[src/rtl/web_pkg.sv]
`default_nettype none
// ============================================================================
// web_pkg : shared constants and types for the web interface byte path
// Rev 1.0
// ============================================================================
package web_pkg;

  localparam logic [7:0] WEB_OFFSET  = 8'h20;
  localparam int         WEB_MIN_GAP = 3;

  typedef enum logic [1:0] {
    IDLE    = 2'd0,
    HOLDOFF = 2'd1,
    READY   = 2'd2
  } rx_gap_state_t;

endpackage
`default_nettype wire

[src/rtl/web_sync_fifo.sv]
`default_nettype none
// ============================================================================
// web_sync_fifo : single-clock FIFO with wrap-bit pointers and occupancy
// Rev 1.0
// ============================================================================
module web_sync_fifo #(
  parameter int WIDTH = 8,
  parameter int DEPTH = 8
) (
  input  logic                     clk,
  input  logic                     rst_n,
  input  logic                     wr_en_i,
  input  logic [WIDTH-1:0]         wr_data_i,
  input  logic                     rd_en_i,
  output logic [WIDTH-1:0]         rd_data_o,
  output logic [$clog2(DEPTH):0]   fill_o,
  output logic                     full_o,
  output logic                     empty_o
);

  localparam int AW = $clog2(DEPTH);

  logic [AW:0]      wr_ptr_q, wr_ptr_d;
  logic [AW:0]      rd_ptr_q, rd_ptr_d;
  logic [WIDTH-1:0] mem_q [DEPTH];
  logic             w_full;
  logic             w_empty;
  logic             w_wr;
  logic             w_rd;

  assign w_empty = (wr_ptr_q == rd_ptr_q);
  assign w_full  = (wr_ptr_q[AW] != rd_ptr_q[AW]) &&
                   (wr_ptr_q[AW-1:0] == rd_ptr_q[AW-1:0]);

  // A write into a full FIFO is allowed only when the head leaves this cycle
  assign w_rd = rd_en_i && !w_empty;
  assign w_wr = wr_en_i && (!w_full || w_rd);

  assign wr_ptr_d = w_wr ? wr_ptr_q + 1'b1 : wr_ptr_q;
  assign rd_ptr_d = w_rd ? rd_ptr_q + 1'b1 : rd_ptr_q;

  always_ff @(posedge clk or negedge rst_n) begin
    if (!rst_n) begin
      wr_ptr_q <= '0;
      rd_ptr_q <= '0;
    end else begin
      wr_ptr_q <= wr_ptr_d;
      rd_ptr_q <= rd_ptr_d;
    end
  end

  always_ff @(posedge clk) begin
    if (w_wr) begin
      mem_q[wr_ptr_q[AW-1:0]] <= wr_data_i;
    end
  end

  assign rd_data_o = w_empty ? '0 : mem_q[rd_ptr_q[AW-1:0]];
  assign fill_o    = wr_ptr_q - rd_ptr_q;
  assign full_o    = w_full;
  assign empty_o   = w_empty;

endmodule
`default_nettype wire

[src/rtl/web_rx_decoder.sv]
`default_nettype none
// ============================================================================
// web_rx_decoder : strips the encode offset, polices pulse spacing, buffers
// decoded bytes and hands them out on ready/valid.   Rev 1.0
// ============================================================================
module web_rx_decoder
  import web_pkg::*;
#(
  parameter int         DEPTH   = 8,
  parameter logic [7:0] OFFSET  = WEB_OFFSET,
  parameter int         MIN_GAP = WEB_MIN_GAP
) (
  input  logic                   clk,
  input  logic                   rst_n,
  input  logic [7:0]             in_data,
  input  logic                   in_valid,
  output logic [7:0]             out_data,
  output logic                   out_valid,
  input  logic                   out_ready,
  output logic [$clog2(DEPTH):0] fill,
  output logic                   overflow,
  output logic                   gap_err,
  input  logic                   err_clr
);

  localparam logic [3:0] c_MIN_GAP = 4'(MIN_GAP);

  rx_gap_state_t state_q, state_d;
  logic [3:0]    cnt_q, cnt_d;
  logic          ovf_q, ovf_d;
  logic          gap_q, gap_d;
  logic          w_accept;
  logic          w_gap_viol;
  logic          w_full;
  logic          w_empty;
  logic          w_pop;
  logic [7:0]    w_decoded;

  assign w_decoded = in_data - OFFSET;

  always_comb begin
    state_d    = state_q;
    cnt_d      = cnt_q;
    w_accept   = 1'b0;
    w_gap_viol = 1'b0;
    case (state_q)
      IDLE: begin
        if (in_valid) begin
          w_accept = 1'b1;
          cnt_d    = 4'd1;
          state_d  = HOLDOFF;
        end
      end
      HOLDOFF: begin
        // Any pulse, legal or not, restarts the spacing window
        if (in_valid) begin
          cnt_d = 4'd1;
          if (cnt_q < c_MIN_GAP) begin
            w_gap_viol = 1'b1;
          end else begin
            w_accept = 1'b1;
          end
        end else if (cnt_q >= c_MIN_GAP) begin
          state_d = READY;
        end else begin
          cnt_d = cnt_q + 4'd1;
        end
      end
      READY: begin
        if (in_valid) begin
          w_accept = 1'b1;
          cnt_d    = 4'd1;
          state_d  = HOLDOFF;
        end
      end
      default: begin
        state_d = IDLE;
        cnt_d   = '0;
      end
    endcase
  end

  assign w_pop = !w_empty && out_ready;

  // Set wins over clear
  assign ovf_d = (w_accept && w_full && !w_pop) || (ovf_q && !err_clr);
  assign gap_d = w_gap_viol || (gap_q && !err_clr);

  always_ff @(posedge clk or negedge rst_n) begin
    if (!rst_n) begin
      state_q <= IDLE;
      cnt_q   <= '0;
      ovf_q   <= 1'b0;
      gap_q   <= 1'b0;
    end else begin
      state_q <= state_d;
      cnt_q   <= cnt_d;
      ovf_q   <= ovf_d;
      gap_q   <= gap_d;
    end
  end

  web_sync_fifo #(
    .WIDTH (8),
    .DEPTH (DEPTH)
  ) u_fifo (
    .clk       (clk),
    .rst_n     (rst_n),
    .wr_en_i   (w_accept),
    .wr_data_i (w_decoded),
    .rd_en_i   (out_ready),
    .rd_data_o (out_data),
    .fill_o    (fill),
    .full_o    (w_full),
    .empty_o   (w_empty)
  );

  assign out_valid = !w_empty;
  assign overflow  = ovf_q;
  assign gap_err   = gap_q;

endmodule
`default_nettype wire

[config.mk]
export PLATFORM = sky130hd
export DESIGN_NAME = web_rx_decoder
export DESIGN_NICKNAME = d
export VERILOG_FILES = /design/src/rtl/web_pkg.sv /design/src/rtl/web_sync_fifo.sv /design/src/rtl/web_rx_decoder.sv
export SDC_FILE = /design/constraint.sdc
export NUM_CORES = 1
export LEC_CHECK = 0
export ABC_AREA = 1
export CAP_MARGIN = 20
export CORE_UTILIZATION = 60
export CTS_BUF_LIST = sky130_fd_sc_hd__clkbuf_8
export DETAILED_ROUTE_END_ITERATION = 10
export DONT_BUFFER_PORTS = 1
export PLACE_DENSITY = 0.87
export SYNTH_ARGS = -nofsm -noshare
export SYNTH_HDL_FRONTEND = slang
export SYNTH_SLANG_ARGS = --single-unit
[constraint.sdc]
create_clock -name clk -period 5.65 [get_ports clk]
set_clock_uncertainty 0.15 [all_clocks]
set_input_delay 0.2825 -clock clk [delete_from_list [all_inputs] [get_ports clk]]
set_output_delay 0.2825 -clock clk [all_outputs]
set_load 0.03 [all_outputs]
=== After elaboration in Yosys (flattened, before gate mapping) ===
Memory sizes are Yosys's and may differ from the RTL's.
Index checks and enable logic that the tools add are counted.

* Register bits: 16
* Bits in writable memories: 64
* Output and inout port bits: 15
* Logic and storage cells: 59
* Memories kept: 1

* Add/subtract/negate cells: 5
* Order comparisons: 2
* Equality and inequality tests: 9
* Multiplexer cells: 18
* Reductions and logical operators: 18

{| class="wikitable"
|+ Memories
! memory !! depth !! width !! rd ports !! clocked after Yosys merged registers in !! wr ports !! line !! text
|-
| u_fifo.mem_q || 8 || 8 || 1 || 0 || 1 || web_sync_fifo.sv:25 || <nowiki>logic [WIDTH-1:0] mem_q [DEPTH];</nowiki>
|}

{| class="wikitable"
|+ Operators by type and width
! cell !! number
|-
| $add 4x1->4 const B || 3
|-
| $mux 4 || 3
|-
| $mux 1 || 8
|-
| $mux 8 || 1
|-
| $pmux 4 s2 || 1
|-
| $sub 8x6->8 const B || 1
|-
| $logic_and 1x1->1 || 7
|-
| $mux 2 || 3
|-
| $eq 4x4->1 || 1
|-
| $ge 4x2->1 const B || 1
|-
| $logic_not 1->1 || 4
|-
| $lt 4x2->1 const B || 1
|-
| $ne 2x2->1 const B || 2
|-
| $pmux 2 s2 || 1
|-
| $sub 4x4->4 || 1
|-
| $eq 3x3->1 || 1
|-
| $logic_or 1x1->1 || 3
|-
| $ne 3x3->1 const B || 1
|-
| $reduce_and 3->1 || 1
|-
| $eq 2x1->1 const B || 1
|-
| $eq 2x2->1 const B || 1
|-
| $logic_not 2->1 || 1
|-
| $ne 2x1->1 const B || 1
|-
| $pmux 1 s2 || 1
|-
| 3 further kinds || 3
|}

=== Depth between registers and ports, before layout ===
* Word-level depth: 7
* Depth in mapped cells: 10
* Mapped depth without buffers: 9

=== Hierarchy ===
From an unflattened synthesis, not the netlist that was laid out.

* Cell total of the unflattened synthesis: 420
* Area, all modules: 3917.5 µm²

{| class="wikitable"
|+ Modules (own cells, without submodules)
! module !! instances !! cells each !! area each (µm²)
|-
| web_sync_fifo || 1 || 368 || 3489.6
|-
| web_rx_decoder || 1 || 52 || 427.9
|}

=== Worst setup path after synthesis ===
OpenSTA, ideal clock, no wires.

* Kind: flip-flop to flip-flop
* Start point: register u_fifo.rd_ptr_q[1]
* End point: memory u_fifo.mem_q[4][0], enable pin
* Setup time: 370 ps
* Arrival time: 1742 ps
* Path slack: 3388 ps
* Cell stages (with the launch flop): 9
* Period minus slack after synthesis: 2262 ps
* Path through: dfrtp_1 buf_2 inv_1 ha_1 nand3_1 nor2_1 o21ai_2 nand3_1 nor2_1

* Word-level cells in the longest chain between the ends: 7
* Elaborated cells between the ends (all ways): 10
* Those cells by class: eq/ne (2); mux (2); reduce/logical (6)

{| class="wikitable"
|+ RTL lines
! what !! line !! text
|-
| start, declared || web_sync_fifo.sv:24 || <nowiki>logic [AW:0] rd_ptr_q, rd_ptr_d;</nowiki>
|-
| start signal, assigned || web_sync_fifo.sv:48 || <nowiki>rd_ptr_q <= rd_ptr_d;</nowiki>
|-
| $eq 4x4->1 / $eq 3x3->1 (equally long branches) || web_sync_fifo.sv:31, web_sync_fifo.sv:33 ||
|-
| $logic_not 1->1 / $logic_and 1x1->1 (equally long branches) || web_sync_fifo.sv:36, web_sync_fifo.sv:32 ||
|-
| $logic_and 1x1->1 / $logic_not 1->1 (equally long branches) || web_sync_fifo.sv:36, web_sync_fifo.sv:37 ||
|-
| $logic_or 1x1->1 (*) || web_sync_fifo.sv:37 || <nowiki>assign w_wr = wr_en_i && (!w_full || w_rd);</nowiki>
|-
| $logic_and 1x1->1 (*) || web_sync_fifo.sv:37 ||
|-
| $mux 1 (*) || web_sync_fifo.sv:53 || <nowiki>if (w_wr) begin</nowiki>
|-
| $mux 1 (implied by the code) (*) || web_sync_fifo.sv:54 || <nowiki>mem_q[wr_ptr_q[AW-1:0]] <= wr_data_i;</nowiki>
|-
| end, declared || web_sync_fifo.sv:25 ||
|}

Every way passes the cells marked *; elsewhere a longest branch is shown, timed or not.

=== Worst setup path in the final report ===
* Start point: register u_fifo.rd_ptr_q[1]
* End point: output port out_data[5]

* Word-level cells in the longest chain between the ends: 2
* Elaborated cells between the ends (all ways): 3
* Those cells by class: eq/ne (1); mux (1); memory (1)

{| class="wikitable"
|+ RTL lines
! what !! line !! text
|-
| $mem_v2 8x8 / $eq 4x4->1 (equally long branches) || -- ||
|-
| $mux 8 (*) || web_sync_fifo.sv:58 || <nowiki>assign rd_data_o = w_empty ? '0 : mem_q[rd_ptr_q[AW-1:0]];</nowiki>
|-
| end, declared || web_rx_decoder.sv:17 || <nowiki>output logic [7:0] out_data,</nowiki>
|}

Marked as above.

==> run metrics <==
Hold Path Class in2reg; Cell Chain, Critical Path inv_1 -> ha_1 -> nand3_1 -> inv_1 -> nand2_4 -> nand2_1 -> nor2_1; core area about 5900 µm²; slowest CP cell dfrtp_1; vias in the first global route 2447; commonest non-fill, non-tap cell in the layout nand2_1; HP Start out_ready; LEAKAGE between 0.0015 and 0.002 µW; mapped cell area about 3700 µm²; fin crit period about 3500 ps; die area roughly 6400 µm²; peak supply drop around 0.38 mV; hold_buf cts 9; family with the most delay on the worst path flip-flops; syn avg cell area 9.96 µm²; DP Wirelength ~5400 µm; Max FO, Critical Path 29; initial core utilization a little over 60%; CP startpoint kind register; top cell type's share of synthesized area 52.3%; Post-Layout Cell Count 458; status complete, no violations; switch share between 40% and 50%; post-route setup TNS 0 ps; commonest non-fill, non-tap cells in the layout 78 x nand2_1, 71 x nor2_1, 64 x edfxtp_1, 43 x inv_1, 26 x nand3_1; I/O pin cnt 28; Routed WL 8210 µm; worst slew pin tran ~940 ps; r2r setup slk about 2300 ps; CTS max path bufs 2; CP required ~5200 ps; Port Buf Inserts 0; WS Path Type reg2out; die height 80.2 µm; Min-Delay Endpoint overflow$_DFF_PN0_; Netlist cell types 24; CP endpoint kind output port; Synth-to-Final Area Change 8.41%; gr ovfl total 0; Post-CTS Repair Setup Buffers 0; first-pass GRT wire length between 10000 and 15000 µm; CTS tree yes; routed vias 2573; synth warn 0; Worst R2R End u_fifo.mem_q[4][3]$_DFFE_PP_; syn nets 390; GRT Util Overall approximately 28%; CP arrival around 3100 ps; 1st-iter DRT viols about 330; Antenna Cells 0; hold path depth 3; Reg2Reg Depth 7; Initial DRT Pass Iterations 5; layout net count 399; Placed Instances about 430; final hold viol count 0; DRC Markers 0; Seq/Total Area, Yosys 63.2%; final critical-path share of the clock period 61.6%; number of synthesized register bits 80; most frequent cell on the critical path inv_1; Area contributors post-synth edfxtp_1 52%, dfrtp_1 11%, nand2_1 8.0%, nor2_1 7.3%, inv_1 4.3%; wire length per cell 17.9 µm; Buf/Inv on CP 2; largest net degree at the start of global routing 46; clock latency on the worst-skew pair 350 ps; top cell type by total area after synthesis edfxtp_1; Seq pwr share ~38%; CP Launch Point u_fifo.rd_ptr_q[1]$_DFFE_PN0P_; fin. max-slew vios 0; total CTS buffers 9; P_sw 1030 µW; internal power 1150 µW; Max-slew headroom between 30% and 40%; Pwr Density roughly 550 nW/µm²; H-tree depth 3; Max Clk Rate about 290 MHz; Die X about 80 µm; antenna violations before repair 0; worst reg2reg path startpoint u_fifo.rd_ptr_q[1]$_DFFE_PN0P_; RSZ-0062 raised after global routing no; Synth Instances approximately 370; GPL Wtd Cong 0.861; CTS sink count 80; CP max stage delay approximately 960 ps; Post-CTS Resized 0; clock group share of total power ~19%; Worst-path clk slew roughly 70 ps; Final ANT Viol Nets 0; combinational share of power between 40 and 50%; vias per inst 5.62; Final Setup Violations 0; row count 28; Max-Cap Viols 0; Root Buffer clkbuf_8; share of layout cells above drive strength 1 6.79%
-- power groups by stage --
| stage | sequential [µW] | clock, µW | combinational (µW) |
|---|---|---|---|
| 2_1_floorplan | 777 | 0 | 812 |
| 3_3_place_gp | 825 | 0 | 901 |
| 3_5_place_dp | 831 | 0 | 931 |
| 4_1_cts | 818 | 405 | 952 |
| 5_1_grt | 830 | 429 | 1050 |
| 6_report | 820 | 403 | 961 |
-- worst register-to-register path: stages (launching register included) --
cell	delay, ps
dfrtp_1	960
inv_1	330
ha_1	400
nand3_1	110
nor2_1	70
o21ai_2	110
nand3_1	220
nor2_1	610
-- routing by layer --
layer  track usage (%)  share of wire [%]  wire length (µm)
met1              34.9                 39              3220
met2              44.8                 49              4010
met3              7.05                8.1               667
met4              15.7                3.9               321
met5                 0                  0                 0
-- Yosys cell counts --
master and number:
dfrtp_1 16, clkinv_2 1, o21ai_1 4, o21ai_0 25
xnor2_1 2, fa_1 1, buf_2 8, nand2_2 1
o21ai_2 1, nor2_1 71, nor2_4 3, nand3b_1 1
o31ai_1 1, edfxtp_1 64, nand2_1 78, inv_1 42
buf_4 4, a21oi_1 2, nand3_1 26, a22oi_1 1
nand2_4 2, xor2_1 5, ha_1 7, inv_2 3
-- stage by stage --
stage / total power, µW / hold WS, ps / instance area (µm²) / worst slack (ps) / utilization (%)
final: 2180 / 10.7 / 3980 / 2170 / 67.3
after global placement: 1730 / -163 / 3700 / 2560 / 62.6
after global routing: 2310 / 34.1 / 3980 / 2020 / 67.3
after CTS: 2170 / 6.97 / 3980 / 2180 / 67.3
after detailed placement: 1760 / -163 / 3700 / 2380 / 62.6
after floorplan: 1590 / -163 / 3670 / 3390 / -
-- cells by family (layout without fill, tap and decap cells) --
| kind of cell | after synthesis | in the layout | synth area share (%) |
|---|---|---|---|
| AOI/OAI and AO/OA | 34 | 34 | 4.87 |
| xor gates and xnor gates | 7 | 7 | 1.67 |
| adders and majority gates | 8 | 8 | 2.93 |
| buffers and inverters | 58 | 72 | 6.64 |
| DFF | 80 | 80 | 63.2 |
| and+or+nand+nor | 182 | 182 | 20.7 |
-- state kept, by name, summed over array words and instances (netlist names) --
register and count:
cnt_q 4, gap_err 1, overflow 1, state_q 2
u_fifo.mem_q 64, u_fifo.rd_ptr_q 4, u_fifo.wr_ptr_q 4
-- area by class of cell --
class / count / area (µm²)
clock buffer: 9 / 124
timing repair buffer: 10 / 97.6
fill: 423 / 1940
clock inverter: 7 / 63.8
tap: 75 / 93.8
multi-input combinational: 231 / 1110
inverter: 46 / 174
sequential: 80 / 2320
-- worst max-delay path by stage --
stage | cells past startpoint | slack (ps) | to
3_5_place_dp | 7 | 2380 | u_fifo.mem_q[4][4]$_DFFE_PP_
4_1_cts | 7 | 2180 | out_data[5]
3_3_place_gp | 7 | 2560 | u_fifo.mem_q[6][1]$_DFFE_PP_
6_report | 7 | 2170 | out_data[5]
2_1_floorplan | 8 | 3390 | u_fifo.mem_q[4][0]$_DFFE_PP_
5_1_grt | 7 | 2020 | out_data[5]
Note: power is estimated with default switching activity, not from simulation.
